===== config.mk =====
export PLATFORM = sky130hd
export DESIGN_NAME = pwla_sigmoid_grad
export DESIGN_NICKNAME = d
export VERILOG_FILES = /design/src/rtl/pwla_pkg.sv /design/src/rtl/pwla_mul_q10.sv /design/src/rtl/pwla_sigmoid_grad.sv
export SDC_FILE = /design/constraint.sdc
export NUM_CORES = 1
export LEC_CHECK = 0
export ABC_AREA = 1
export CORE_MARGIN = 10
export CORE_UTILIZATION = 45
export CTS_CLUSTER_DIAMETER = 150
export CTS_CLUSTER_SIZE = 28
export DETAILED_ROUTE_END_ITERATION = 8
export GPL_ROUTABILITY_DRIVEN = 0
export MAX_ROUTING_LAYER = met4
export PLACE_DENSITY_LB_ADDON = 0.2
export SYNTH_ARGS = -nofsm -noshare
export SYNTH_HDL_FRONTEND = slang
export SYNTH_SLANG_ARGS = --single-unit

===== constraint.sdc =====
create_clock -name clk -period 4.7 [get_ports clk]
set_input_delay 0.705 -clock clk [delete_from_list [all_inputs] [get_ports clk]]
set_output_delay 0.705 -clock clk [all_outputs]
set_load 0.01 [all_outputs]

===== src/rtl/pwla_pkg.sv =====
// rtl/pwla_pkg.sv - Q6.10 constants and types shared by the pwla activation blocks
package pwla_pkg;

  localparam int FRAC  = 10;
  localparam int ONE   = 1 << FRAC;
  localparam int D_MAX = ONE / 4;
  // f*(1-f) peaks at 0.25 = D_MAX, which needs FRAC-1 bits unsigned
  localparam int D_W   = FRAC - 1;

  typedef logic signed [15:0] q6_10_t;

endpackage


===== src/rtl/pwla_mul_q10.sv =====
// rtl/pwla_mul_q10.sv - combinational signed Q6.10 x unsigned derivative multiply with floor shift
module pwla_mul_q10 #(
  parameter int FRAC = pwla_pkg::FRAC,
  parameter int D_W  = pwla_pkg::D_W
) (
  input  pwla_pkg::q6_10_t grad,
  input  logic [D_W-1:0]   d,
  output pwla_pkg::q6_10_t g_x
);

  localparam int P_W = 16 + D_W;

  logic signed [P_W-1:0] prod;

  // zero-extend d so the multiply stays signed; |result| <= 8192 so the truncation never wraps
  assign prod = grad * $signed({1'b0, d});
  assign g_x  = 16'(prod >>> FRAC);

endmodule


===== src/rtl/pwla_sigmoid_grad.sv =====
// rtl/pwla_sigmoid_grad.sv - two-stage valid/ready pipeline computing grad * f * (1 - f)
module pwla_sigmoid_grad #(
  parameter int FRAC = pwla_pkg::FRAC
) (
  input  logic        clk,
  input  logic        rst,
  input  logic [15:0] f_x,
  input  logic [15:0] grad,
  input  logic        in_valid,
  output logic        in_ready,
  output logic [15:0] g_x,
  output logic        out_valid,
  input  logic        out_ready
);

  localparam int ONE = 1 << FRAC;
  localparam int D_W = FRAC - 1;
  localparam int P_W = 2 * FRAC + 2;

  logic                   s1_valid;
  logic [D_W-1:0]         s1_d;
  pwla_pkg::q6_10_t       s1_grad;
  logic                   s2_valid;
  pwla_pkg::q6_10_t       s2_gx;

  logic                   s1_adv;
  logic                   s2_adv;
  logic [FRAC:0]          fc;
  logic [FRAC:0]          one_minus;
  logic [P_W-1:0]         d_prod;
  logic [D_W-1:0]         d_next;
  pwla_pkg::q6_10_t       gx_next;

  assign s2_adv    = !s2_valid || out_ready;
  assign s1_adv    = !s1_valid || s2_adv;
  assign in_ready  = s1_adv;
  assign out_valid = s2_valid;
  assign g_x       = s2_gx;

  // sigmoid outputs above 1.0 are treated as saturated, giving a zero derivative
  assign fc        = (f_x > 16'(ONE)) ? (FRAC+1)'(ONE) : f_x[FRAC:0];
  assign one_minus = (FRAC+1)'(ONE) - fc;
  assign d_prod    = P_W'(fc) * P_W'(one_minus);
  assign d_next    = D_W'(d_prod >> FRAC);

  pwla_mul_q10 #(.FRAC(FRAC), .D_W(D_W)) u_mul (
    .grad (s1_grad),
    .d    (s1_d),
    .g_x  (gx_next)
  );

  always_ff @(posedge clk or posedge rst) begin
    if (rst) begin
      s1_valid <= 1'b0;
      s1_d     <= '0;
      s1_grad  <= '0;
    end else if (s1_adv) begin
      s1_valid <= in_valid;
      if (in_valid) begin
        s1_d    <= d_next;
        s1_grad <= grad;
      end
    end
  end

  always_ff @(posedge clk or posedge rst) begin
    if (rst) begin
      s2_valid <= 1'b0;
      s2_gx    <= '0;
    end else if (s2_adv) begin
      s2_valid <= s1_valid;
      if (s1_valid) begin
        s2_gx <= gx_next;
      end
    end
  end

endmodule


==> metrics.txt, run 1 <==
drt drc=0; Worst R2R Setup Slack=-0.22 ns; DR WL met3=1.47 mm; Worst R2R Path Depth=16; die width=between 150 and 200 um; Peak Freq=approximately 180 MHz; DP Wirelength=23.8 mm; post-DR vias/cell=~4.9; Hold Crit Class=register to register; Cells after DPL=2030; Metal-1 WL=approximately 13 mm; crit path DAT=5.89 ns; CP Launch Type=primary input; first-pass GRT wire length=50.1 mm; CP Buf/Inv Count=10; number of clock sinks=42; Layout Skew=about 0.0096 ns; crit path max fanout=4; Top Layer Used=met4; CTS H-tree depth=2; initial drt markers=~680; initial antenna violation count=0; relative slew slack=~34%; Distinct cells, synth=40; root buffer cell=clkbuf_16; Net count, final=about 2100; Tot Pwr=0.0106 W; Final min period=~5.7 ns; max-slew violations=0; Worst-path clk slew=approximately 0.070 ns; I/O Buffers=53; Seq/Total Area, Yosys=roughly a tenth; total CTS buffers=5; pin count of the biggest net entering global routing=43; peak supply drop=roughly 0.00093 V; GRT Overall Usage=approximately a fifth; r2r startpoint=s1_grad[5]; worst slew pin tran=0.990 ns; crit-path leading delay family=adder cells; final hold vios=0; Inserted Diodes=0; aggregate global routing overflow=0; DR pass1 iterations=5; Final WS setup=-0.965 ns; Yosys warning total=0; status=finished with violations; wire length on met2=around 14 mm; Syn Inst Count=between 1000 and 1500; setup_tns=-9.42 ns; final setup fails=21; Reg2Reg Capture Point=g_x[5]; CP Data Required Time=around 4.9 ns; RSZ-0062 raised after global routing=true; num ports=54; pwr dens=a little over 700 mW/mm^2; worst-case clock buffer depth=2; Routed Antenna Nets=0; die area=about 0.031 mm^2; WL final=~29 mm; die height=about 180 um; WL per Instance=13.8 um; Hold Crit Start=g_x[11]; synthesized area per cell=roughly 7.4 um^2; Hold EP=g_x[11]; Max-Cap Viols=0; Post-Syn Area=between 0.01 and 0.015 mm^2; vias in the first global route=between 10000 and 15000; synthesis-to-finish area growth=33.1%; Lkg Pwr=~8.4 nW; Final Cycle Share=121%; Non-Filler Instances=between 2000 and 2500; kind of critical path=primary input to register; violated checks=negative setup slack; hold path depth=2; layout cell share with drive strength beyond 1=24.9%; clk_lat worst skew=between 0.3 and 0.4 ns; Slowest-stage cell, CP=fa_1; Initial Util=about 46%; TritonCTS clock tree=yes; register bit total from synthesis=42; Core ar.=roughly 0.024 mm^2; DR vias=approximately 10000; CP endpoint kind=register; # rows=57; crit-path max cell delay=between 0.5 and 0.6 ns
[what timing repair did]
item | CTS | global route
gates cloned | 0 | 1
pin swaps | 80 | 35
resized for setup | 176 | 54
endpoints found under the setup margin | 23 | 24
buffers inserted | 37 | 9
hold buffers | 0 | 0
[sequential cells by signal, summed over array words and instances, names as in the netlist]
| register | flops |
|---|---|
| s1_grad | 16 |
| g_x | 15 |
| s1_d | 9 |
| out_valid | 1 |
| s1_valid | 1 |
[worst max path at each step]
stage | from | to | slack, ns | cells after the start
3_3_place_gp | f_x[8] | s1_d[8] | -1.66 | 33
3_5_place_dp | f_x[8] | s1_d[3] | -1.80 | 37
6_report | f_x[9] | s1_d[4] | -0.97 | 32
4_1_cts | f_x[9] | s1_d[8] | -0.91 | 34
5_1_grt | f_x[9] | s1_d[8] | -1.25 | 33
2_1_floorplan | f_x[0] | s1_d[8] | -1.16 | 35
[cell type report]
class	instances	area [um^2]
well taps	324	405
clock inverters	3	28.8
clock buffers	5	125
inverters	397	1510
repair buffers	293	2480
fillers	2192	9490
flip-flops and latches	42	1060
multi-input cells	1021	9160
[logic make-up after synthesis]
kind of cell	after synthesis	share of synthesized area [%]
buf+inv	440	15.1
xor+xnor	14	1.11
fa+ha+maj	300	47.1
compound gates	84	4.33
simple gates	615	22.8
flops	42	9.48
other cells	2	0.0677
[power by group]
group          switching, W  internal, W  total (W)  leakage, nW
logic               0.00504      0.00454    0.00958         7.79
registers          0.000105     0.000481   0.000585        0.504
clock network      0.000186     0.000204   0.000391       0.0763
[per-stage QoR]
stage / hold WS [ns] / instance area, um^2 / setup slack, ns / util, %
finish: 0.479 / 14800 / -0.965 / 60.9
global route: 0.503 / 14800 / -1.25 / 60.9
CTS: 0.484 / 14500 / -0.909 / 59.7
detailed placement: 0.467 / 13600 / -1.80 / 56.1
global placement: 0.466 / 13600 / -1.66 / 56.1
floorplan: 0.516 / 11300 / -1.16 / -
[synth_stat cells]
master | n | share of area [%]
nand2_1 | 421 | 14
inv_1 | 390 | 13
fa_1 | 195 | 35
ha_1 | 105 | 12
nor2_1 | 92 | 3.1
nand3_1 | 55 | 2.5
dfrtp_1 | 42 | 9.5
a21oi_1 | 37 | 1.7
clkbuf_1 | 32 | 1.1
o21ai_0 | 25 | 1.1
nand2_2 | 9 | 0.51
nand4_1 | 9 | 0.51
xnor2_1 | 8 | 0.63
nand3b_1 | 7 | 0.47
inv_2 | 6 | 0.20
xor2_1 | 6 | 0.47
a31oi_1 | 5 | 0.28
nor2_2 | 5 | 0.28
a21boi_0 | 4 | 0.27
buf_2 | 4 | 0.18
nor3_1 | 4 | 0.18
nor4_1 | 4 | 0.23
o21ai_1 | 4 | 0.18
a21o_1 | 3 | 0.20
buf_1 | 3 | 0.10
o21bai_1 | 3 | 0.20
buf_6 | 2 | 0.20
conb_1 | 2 | 0.068
nand3_2 | 2 | 0.18
nor2_4 | 2 | 0.20
or2_2 | 2 | 0.11
buf_4 | 1 | 0.068
clkbuf_2 | 1 | 0.045
clkinv_1 | 1 | 0.034
nand4_2 | 1 | 0.11
nor3_2 | 1 | 0.090
nor4_2 | 1 | 0.11
o21ai_2 | 1 | 0.079
o31ai_1 | 1 | 0.068
o41ai_4 | 1 | 0.25
[worst min-delay path, stage by stage, from the launching register on]
cell	delay [ns]
dfrtp_1	0.34
nand2_1	0.05
nand2_1	0.05
[layer usage]
layer / up-vias / track usage, %
met5: - / -
met4: 0 / 2.98
met3: 27 / 1.88
met2: 264 / 32.8
met1: 4938 / 26.7
li1: 4895 / -
[layout by cell type, fill, tap and decap left out, types with 4 or more instances in the layout]
master           netlist  final
clkbuf_16              0      6
o21ai_2                1      4
a31oi_1                5      5
conb_1                 2      8
nor2_4                 2     11
dfrtp_2                0      4
nand3b_1               7      7
buf_6                  2     14
inv_1                390    359
a21oi_1               37     23
buf_2                  4      8
nand2_2                9     24
fa_1                 195    190
nand2_4                0     11
xnor2_1                8      7
nand4_1                9      9
buf_12                 0     10
o21ai_1                4     13
xor2_1                 6      6
dfrtp_1               42     38
nor2_2                 5     14
nand3_2                2      8
ha_1                 105     78
nor2_1                92     74
clkdlybuf4s50_1        0     37
nand2_1              421    395
buf_4                  1    221
inv_2                  6     32
o21ai_0               25     12
ha_4                   0     27
a21oi_2                0     12
fa_2                   0      5
nand3_1               55     49
Power figures use the tool's default switching activity.
==> inputs of run 2 (changes only) <==
==> constraint.sdc (replaced) <==
create_clock -name clk -period 4.7 [get_ports clk]
set_input_delay 1.41 -clock clk [delete_from_list [all_inputs] [get_ports clk]]
set_output_delay 1.41 -clock clk [all_outputs]
set_load 0.005 [all_outputs]
==> run 2 against run 1 <==
  * The flow still finishes with violations (negative setup slack)
  * Final cell count is 0.24% higher
  * Non-clock buffer count up 5
  * Count of clock-buffer cells in the layout unchanged
  * Setup slack got worse by 0.76 ns
  * First-iteration DRC count down 8.1%
  * Cell area up 5.3%
  * Sequential share of layout area down 0.28 points
  * Critical path type unchanged
  * Critical endpoint is now s1_d[8]
  * Highest routed layer unchanged
==> metrics.txt, run 2 (synthesized netlist as in run 1, its figures left out) <==
status=finished with violations; violated checks=negative setup slack; WL final=between 30 and 40 mm; kind of critical path=primary input to register; Non-Filler Instances=2090; worst hold slack=about 0.47 ns; crit-path leading delay family=adder cells; Initial Util=~46%; Final Cycle Share=137%; worst-case clock buffer depth=2; aggregate global routing overflow=0; # rows=between 50 and 60; die area=roughly 0.031 mm^2; root buffer cell=clkbuf_16; DR vias=~10000; Final min period=approximately 6.4 ns; die width=between 150 and 200 um; crit path max fanout=5; crit path DAT=roughly 6.6 ns; Hold Buf Count CTS=0; DP Wirelength=~24 mm; relative slew slack=approximately a third; WL per Instance=~15 um; Max-Cap Viols=0; final setup fails=18; most frequent cells in the layout=nand2_1 (351), inv_1 (347), buf_4 (204); DR pass1 iterations=6; worst slew pin tran=approximately 1.0 ns; post-DR vias/cell=a little under 5; number of clock sinks=42; final hold vios=0; CP Data Required Time=just under 5 ns; clk_lat worst skew=0.31 ns; CP endpoint kind=register; setup_tns=-15.60 ns; num ports=between 50 and 60; Layout Skew=~0.0095 ns; initial drt markers=624; max-slew violations=0; CTS H-tree depth=2; Inserted Diodes=0; drt drc=0; CP Launch Type=primary input; most common cell after layout, fill and taps aside=nand2_1; fin area=around 0.016 mm^2; first-pass GRT wire length=slightly above 50 mm; GRT Overall Usage=roughly a fifth; CP dominant cell by count=nand2_1; crit-path max cell delay=0.50 ns; Slowest-stage cell, CP=fa_1; layout cell share with drive strength beyond 1=a little under a third; Final WS setup=-1.72 ns; TritonCTS clock tree=yes; RSZ-0062 raised after global routing=true; synthesis-to-finish area growth=40.1%; Worst-path clk slew=0.08 ns; Most flops, register=s1_grad; Cells after DPL=2030; pin count of the biggest net entering global routing=43; Core ar.=around 0.024 mm^2; Net count, final=about 2100; fillcell total=around 2000; number of flip-flops in the largest register=16; DP Area=0.0136 mm^2; total CTS buffers=5; Hold Crit Class=register to register; die height=177 um; CP Buf/Inv Count=7; initial antenna violation count=0; Peak Freq=156 MHz; I/O Buffers=between 50 and 60; Routed Antenna Nets=0; vias in the first global route=10714
-- run 2: changes by cell type in the layout (fill, tap and decap cells not counted), sizes merged --
cell and delta:
buf +3, clkbuf +2, inv -1, clkinv +1
-- run 2: path summary, 6_finish.rpt --
kind                       slack (ns)  cells after the start    start           to
max in group asynchronous        2.36                      2      rst  s1_grad[12]
min reg2reg                      0.47                      2  g_x[11]      g_x[11]
min in group asynchronous        1.63                      2      rst   s1_grad[1]
max reg2reg                     -0.09                     23  s1_d[1]      g_x[11]
max                             -1.72                     34   f_x[8]      s1_d[8]
min                              0.47                      2  g_x[11]      g_x[11]
-- run 2: timing repair --
action | 4_1_cts | 5_1_grt
gates resized for setup | 205 | 207
setup endpoints to repair | 23 | 24
setup buffers | 32 | 19
gates cloned | 1 | 3
pin swaps | 131 | 154
-- run 2: cell type report --
class | count | area (um^2) | area share [%]
clock inverter | 3 | 28.8 | 0.185
tap | 324 | 405 | 2.61
clock buffer | 5 | 125 | 0.805
inverter | 397 | 1530 | 9.85
timing repair buffer | 298 | 2670 | 17.2
multi-input combinational | 1021 | 9700 | 62.5
sequential | 42 | 1070 | 6.88
-- run 2: routing by layer --
layer | share of wire (%) | global-route usage, % | routed length [um] | vias to the layer above
met5 | 0 | - | 0 | -
li1 | - | - | - | 4902
met3 | 5.1 | 2.47 | 1570 | 40
met2 | 48 | 32.2 | 14700 | 259
met1 | 45 | 27.0 | 13800 | 4979
met4 | 1.5 | 3.71 | 446 | 0
-- run 2: through the flow --
stage	utilization [%]	setup slack [ns]
floorplan	-	-1.86
global placement	56.1	-2.37
detailed placement	56.1	-2.56
CTS	60.0	-1.74
global route	64.1	-2.03
finish	64.1	-1.72
-- run 2: worst reg2reg max path, cell delays in order, from the launching register on --
cell and delay [ns]:
dfrtp_2 0.42, buf_12 0.14, buf_6 0.10, buf_6 0.09, nand2_1 0.06, fa_1 0.48, inv_1 0.05, fa_1 0.50
inv_1 0.06, fa_1 0.47, inv_1 0.05, fa_1 0.49, fa_2 0.46, ha_4 0.34, buf_6 0.13, nand2_8 0.07
nor2_4 0.10, inv_2 0.06, nor3_4 0.21, nand3_2 0.15, nand3_2 0.09, nand2_1 0.05, nand3_1 0.07, nand2_1 0.06
Power of run 2 is not shown: default switching activity piles up to over one toggle a cycle in this logic, so the estimate is an artifact.
==> inputs of run 3 (changes only) <==
--- a/config.mk
+++ b/config.mk
@@ -8,12 +8,14 @@
 export ABC_AREA = 1
 export CORE_MARGIN = 10
 export CORE_UTILIZATION = 45
+export CTS_BUF_LIST = sky130_fd_sc_hd__clkbuf_16
 export CTS_CLUSTER_DIAMETER = 150
 export CTS_CLUSTER_SIZE = 28
 export DETAILED_ROUTE_END_ITERATION = 8
 export GPL_ROUTABILITY_DRIVEN = 0
 export MAX_ROUTING_LAYER = met4
 export PLACE_DENSITY_LB_ADDON = 0.2
+export RECOVER_POWER = 50
 export SYNTH_ARGS = -nofsm -noshare
 export SYNTH_HDL_FRONTEND = slang
 export SYNTH_SLANG_ARGS = --single-unit
==> run 3 against run 2 <==
  * The run ends with max-capacitance violations, max-slew violations, negative setup slack left
  * Cell area hardly changed
  * Fmax is essentially flat
  * Register-to-register slack hardly changed
  * First-iteration DRC count grew 0.16%
  * Wire length hardly changed
  * Final cell count unchanged
  * Hold slack unchanged
  * Core utilization about the same
==> metrics.txt, run 3 (synthesized netlist as in run 1, its figures left out) <==
status=finished with violations; violated checks=max-capacitance violations, max-slew violations, negative setup slack; Most flops, register=s1_grad; synthesis-to-finish area growth=40.1%; kind of critical path=primary input to register; worst-case clock buffer depth=2; Slowest-stage cell, CP=fa_1; Cells after DPL=just over 2000; total CTS buffers=5; Peak Freq=between 150 and 200 MHz; die area=around 0.031 mm^2; GRT Overall Usage=20.1%; fin util=64.1%; Worst R2R Setup Slack=-0.10 ns; num ports=54; crit path DAT=between 6 and 7 ns; aggregate global routing overflow=0; DR vias=between 10000 and 15000; number of clock sinks=42; CTS H-tree depth=2; crit path max fanout=5; final setup fails=19; Worst-path clk slew=~0.080 ns; Final WS setup=-1.72 ns; max-slew violations=43; DP Wirelength=between 20 and 25 mm; Layout Skew=around 0.0095 ns; Routed Antenna Nets=0; Final min period=6.42 ns; relative slew slack=-20.5%; CP endpoint kind=register; Final Cycle Share=137%; Worst Setup SP=f_x[8]; setup_tns=-15.70 ns; RSZ-0062 raised after global routing=true; Inserted Diodes=0; post-DR vias/cell=slightly below 5; worst hold slack=0.474 ns; final hold vios=0; crit-path max cell delay=~0.5 ns; most common cell after layout, fill and taps aside=nand2_1; r2r startpoint=s1_d[1]; Core ar.=~0.024 mm^2; WL per Instance=roughly 15 um; drt drc=0; pin count of the biggest net entering global routing=43; # rows=57; WL final=about 31 mm; TritonCTS clock tree=yes; die width=between 150 and 200 um; most frequent cells in the layout=nand2_1 (351), inv_1 (348), buf_4 (203); first-pass GRT wire length=about 51 mm; CP Launch Type=primary input; die height=177 um; I/O Buffers=53; Hold Crit Class=register to register; clk_lat worst skew=~0.31 ns; initial drt markers=between 600 and 700; number of flip-flops in the largest register=16; Critical Path Sink=s1_d[8]; initial antenna violation count=0; root buffer cell=clkbuf_16; Reg2Reg Capture Point=g_x[11]; Hold Buf Count CTS=0; Non-Filler Instances=between 2000 and 2500; layout cell share with drive strength beyond 1=between 30% and 40%; Worst R2R Path Depth=23; Initial Util=45.7%; Net count, final=~2100; vias in the first global route=10714; worst slew pin tran=1.81 ns; DR pass1 iterations=6; CP Data Required Time=4.91 ns; Max-Cap Viols=1; CP dominant cell by count=nand2_1
-- run 3: cell count changes in the layout (fill, tap and decap cells not counted), sizes merged --
cell | previous run | this run
dlygate4sd3 | 0 | 1
clkdlybuf4s50 | 37 | 36
clkbuf | 8 | 9
buf | 257 | 256
-- run 3: per-layer routing --
layer  track usage, %  routed length, um  up-vias
li1                 -                  -     4901
met1             27.0              13800     4981
met2             32.2              14700      259
met3             2.47               1580       40
met4             3.71                446        0
met5                -                  0        -
-- run 3: critical path, delay by kind of cell --
family,cells,cell delay [ns]
adders and majority gates,8,3.15
and+or+nand+nor,19,1.60
buffers and inverters,7,0.46
-- run 3: worst min-delay path by stage --
stage / startpoint / to / slack, ns / cells past startpoint
after global routing: g_x[2] / g_x[2] / 0.50 / 2
after CTS: g_x[11] / g_x[11] / 0.48 / 2
after detailed placement: g_x[9] / g_x[9] / 0.46 / 2
final: g_x[11] / g_x[11] / 0.47 / 2
after global placement: g_x[11] / g_x[11] / 0.47 / 2
after floorplan: g_x[10] / g_x[10] / 0.47 / 2
-- run 3: layout make-up --
type / count / area [um^2]
repair buffers: 298 / 2670
inverters: 397 / 1530
clock buffers: 5 / 125
fillers: 1992 / 8720
well taps: 324 / 405
clock inverters: 3 / 28.8
flip-flops and latches: 42 / 1070
multi-input cells: 1021 / 9700
-- run 3: stage by stage --
| stage | setup WS, ns | area, um^2 |
|---|---|---|
| 6_report | -1.72 | 15500 |
| 2_1_floorplan | -1.86 | 11300 |
| 4_1_cts | -1.74 | 14600 |
| 3_5_place_dp | -2.56 | 13600 |
| 5_1_grt | -2.03 | 15500 |
| 3_3_place_gp | -2.37 | 13600 |
-- run 3: repair_timing --
item	CTS	global route
cloned	1	3
resized for setup	205	207
pin swaps	131	154
setup buffers	32	19
setup endpoints to repair	23	24
Power of run 3 is left out for the same reason.
==> RTL change 1 (config.mk and constraints of run 2) <==
Set the package constant `FRAC` to 11 (it was 10).
--- a/src/rtl/pwla_pkg.sv
+++ b/src/rtl/pwla_pkg.sv
@@ -3,3 +3,3 @@
 
-  localparam int FRAC  = 10;
+  localparam int FRAC  = 11;
   localparam int ONE   = 1 << FRAC;
Behaviour: not the same (a bounded check fails within 4 cycles, from zero or initial values and one cycle with rst high).
==> RTL change 1 against run 2 <==
The flow still finishes with violations (negative setup slack). Area after synthesis up 13%. Routed wire length up 15%. Cell area up 12%. Worst setup slack worse by 0.12 ns. Die area up 12%. Sequential cell count up 1.
Power is left out: the tool's default activity adds up to more than one toggle a clock period on the data nets, which glitch-free logic cannot reach.
==> RTL change 1: results (changes against run 2) <==
[outcome]
status=finished with violations  ; unchanged
violations=negative setup slack  ; unchanged

[route]
first_iter_violations=848  ; was 624
routed_wl_um=35100  ; was 30600 um
viasPerCell=4.85  ; was 4.87
drt_first_pass_iters=5  ; was 6

[grt]
grt_pass1_wl_um=57900  ; was 50700 um
grt_max_degree=44  ; was 43
grt_use_total=0.204  ; was 0.201
grt_pass1_vias=11839  ; was 10714

[logic_synthesis]
syn_avg_cell_area_um2=7.44  ; was 7.41 um^2
synth_seq_area_share=0.0857  ; was 0.0948
yosys-top-cells-count=nand2_1, inv_1, fa_1, ha_1, nor2_1  ; unchanged
synth_area_leaders=fa_1, nand2_1, inv_1, ha_1, dfrtp_1  ; unchanged

[min_path]
min_to=g_x[12]  ; was g_x[11]
hold_start=g_x[12]  ; was g_x[11]

[sta]
setup_ws_ns=-1.84  ; was -1.72 ns
setup_viol=14  ; was 18
hold_slack_ns=0.470  ; was 0.474 ns

[critical_path]
reg2regPathDepth=22  ; was 23
rr_endpoint=g_x[13]  ; was g_x[11]
endpoint=s1_d[7]  ; was s1_d[8]
r2r-start=s1_grad[15]  ; was s1_d[1]
crit_path_top_delay_cell=fa_2  ; was fa_1
r2r_slack_ns=-0.11  ; was -0.09 ns
critPathArrivalTime_ns=6.73  ; was 6.63 ns
critPathLaunch=f_x[7]  ; was f_x[8]

[layout]
num-multi-input-gates=1148  ; was 1021
drive_gt1_frac=0.323  ; was 0.315
multi_input_area_um2=11200  ; was 9700 um^2
nonClkBufAreaFrac=0.151  ; was 0.172
seq_area_frac=0.0634  ; was 0.0688
nNonClkInverters=454  ; was 397
fillers=2329  ; was 1990
buffers=302  ; was 298
final_util=0.627  ; was 0.641
design_area_um2=17300  ; was 15500 um^2

[place]
place_ws_ns=-2.57  ; was -2.56 ns
placed_area_um2=14900  ; was 13600 um^2

RTL change 1: changes by cell type after synthesis, moves of 7 or more:
cell	run 2	this run
nand2_1	421	508
inv_1	390	442
fa_1	195	237
ha_1	105	113
nor2_1	92	85
RTL change 1: worst max-delay path, delay by kind of cell:
kind / cells / cell delay [ns]
fa+ha+maj: 8 / 3.21
simple gates: 17 / 1.53
buf+inv: 9 / 0.56
RTL change 1: what timing repair did:
action                                  CTS  global route
resized for setup                       230           293
pin swaps                               105           203
endpoints found under the setup margin   25            25
gates cloned                              0             1
buffers inserted                         32            35
RTL change 1: logic make-up after synthesis:
family / share of synthesized area
AOI/OAI and AO/OA: 0.0338
xor gates and xnor gates: 0.0105
adders and majority gates: 0.490
buffers and inverters: 0.154
DFF: 0.0857
other: 0.000598
and+or+nand+nor: 0.225
RTL change 1: layer usage:
metal | part of all wire | global-route usage
met3 | 0.052 | 0.0255
met4 | 0.012 | 0.0273
met2 | 0.49 | 0.337
met1 | 0.45 | 0.270
met5 | 0 | -
==> RTL change 2 (settings of run 2) <==
Made on the original files. Reset style: synchronous (`rst`), changed in 2 clocked blocks.
--- a/src/rtl/pwla_sigmoid_grad.sv
+++ b/src/rtl/pwla_sigmoid_grad.sv
@@ -51,3 +51,3 @@
 
-  always_ff @(posedge clk or posedge rst) begin
+  always_ff @(posedge clk) begin
     if (rst) begin
@@ -65,3 +65,3 @@
 
-  always_ff @(posedge clk or posedge rst) begin
+  always_ff @(posedge clk) begin
     if (rst) begin
Function: changed (Yosys sat finds a counterexample within 4 cycles, from zero or initial values and one cycle with rst high; the reset may be asserted at any time).
==> RTL change 2 against run 2 <==
The flow still finishes with violations (negative setup slack). Area after synthesis is 1.9% higher. Cell area is 6.6% lower. Register-to-register slack worse by 0.11 ns. Cell count is 2.2% higher. Critical path depth is 4 lower. Hold slack better by 0.038 ns. Worst setup slack worse by 0.019 ns. Routed wire length is 3.0% lower. Synthesized cell count is 6.1% higher. Non-clock buffer count is 44 lower. Sequential cell count stayed put. Maximum frequency is 0.29% lower.
Power is left out: it rests on default switching activity, and per cell area and clock period it moved more than threefold.
==> RTL change 2: results (changes against run 2) <==
[route]
wl_met2_um=14400  ; was 14700 um
wl_met3_um=1290  ; was 1570 um
viasPerCell=4.83  ; was 4.87
num_vias=10306  ; was 10180
wl_met1_um=13600  ; was 13800 um
first_iter_violations=766  ; was 624
drt_first_pass_iters=5  ; was 6
routed_wl_um=29700  ; was 30600 um

[layout]
buffers=254  ; was 298
fillers=2273  ; was 1990
nNonClkInverters=439  ; was 397
area_share_clock_buf_inv=0.0103  ; was 0.00991
multi_input_area_share=0.641  ; was 0.625
seq_area_um2=848  ; was 1070 um^2
largest_register_ffs=16  ; unchanged
nonClkBufAreaFrac=0.146  ; was 0.172
seq_area_frac=0.0584  ; was 0.0688
drive_gt1_frac=0.207  ; was 0.315
num-multi-input-gates=1068  ; was 1021

[outcome]
violations=negative setup slack  ; unchanged
status=finished with violations  ; unchanged

[logic_synthesis]
yosys-top-cells-count=inv_1, nand2_1, fa_1, nor2_1, ha_1  ; was nand2_1, inv_1, fa_1, ha_1, nor2_1
yosysTopAreaCell=fa_1  ; unchanged
synth_seq_area_share=0.0744  ; was 0.0948
syn_avg_cell_area_um2=7.11  ; was 7.41 um^2
ys_types=44  ; was 40
synth_ff_type=dfxtp_1  ; was dfrtp_1
synth_area_leaders=fa_1, inv_1, nand2_1, ha_1, dfxtp_1  ; was fa_1, nand2_1, inv_1, ha_1, dfrtp_1
async_flop_share=0  ; was 1.00

[sta]
skew_ns=0.0124  ; was 0.00947 ns
setup_viol=22  ; was 18
tns_ns=-16.42  ; was -15.60 ns
setup_ws_ns=-1.74  ; was -1.72 ns
slew_headroom=0.494  ; was 0.331

[clock_network]
ctsHtreeMaxLevel=2  ; unchanged
root_buffer=clkbuf_16  ; unchanged
post_cts_buffers=18  ; was 32
numCtsBuffers=5  ; unchanged
cts_resized=115  ; was 205
clkTransAtPathRegs_ns=0.07
cts_buffer_depth=2  ; unchanged

[critical_path]
critPathLaunch=f_x[9]  ; was f_x[8]
r2r-start=s1_d[5]  ; was s1_d[1]
worstPathMaxFanout=7  ; was 5
cp_slowest_stage_delay_ns=0.55  ; was 0.50 ns
crit_path_top_delay_cell=fa_2  ; was fa_1
critPathArrivalTime_ns=6.64  ; was 6.63 ns

[grt]
grt_use_total=0.200  ; was 0.201
use_met1=0.256  ; was 0.270
use_met3=0.0203  ; was 0.0247
grt_max_degree=29  ; was 43
grt_pass1_wl_um=50600  ; was 50700 um
grt_use_met2=0.340  ; was 0.322

[place]
placed_cells=2104  ; was 2030
placed_area_um2=13700  ; was 13600 um^2
place_ws_ns=-2.52  ; was -2.56 ns
dp_hpwl_um=25400  ; was 23800 um

[die]
die_x_um=178  ; was 177 um

[min_path]
hold_start=g_x[0]  ; was g_x[11]
hp-class=flip-flop to flip-flop  ; unchanged

## RTL change 2: cell count changes after synthesis, sizes merged, moves of 5 or more
| cell | change |
|---|---|
| nand3 | +9 |
| dfxtp | +42 |
| o21ai | +16 |
| nor2 | +67 |
| buf | +5 |
| inv | +42 |
| a21oi | +11 |
| nand2 | -53 |
| dfrtp | -42 |
## RTL change 2: cell families after synthesis
group,share of synthesized area
XOR/XNOR,0.0110
adder cells (fa/ha/maj),0.462
AO/OA/AOI/OAI,0.0556
buffers and inverters,0.163
flip-flops,0.0744
other,0.000665
AND/OR/NAND/NOR,0.234
## RTL change 2: critical path: cells and delay by family
kind | cells | cell delay (ns)
adder cells (fa/ha/maj) | 8 | 3.22
buffers and inverters | 8 | 0.58
AND/OR/NAND/NOR | 13 | 1.26
AO/OA/AOI/OAI | 1 | 0.16
## RTL change 2: final timing paths
path	to	slack, ns	cells after the start
min reg2reg	g_x[0]	0.51	2
min	g_x[0]	0.51	2
max	s1_d[5]	-1.74	30
max reg2reg	g_x[9]	-0.20	22
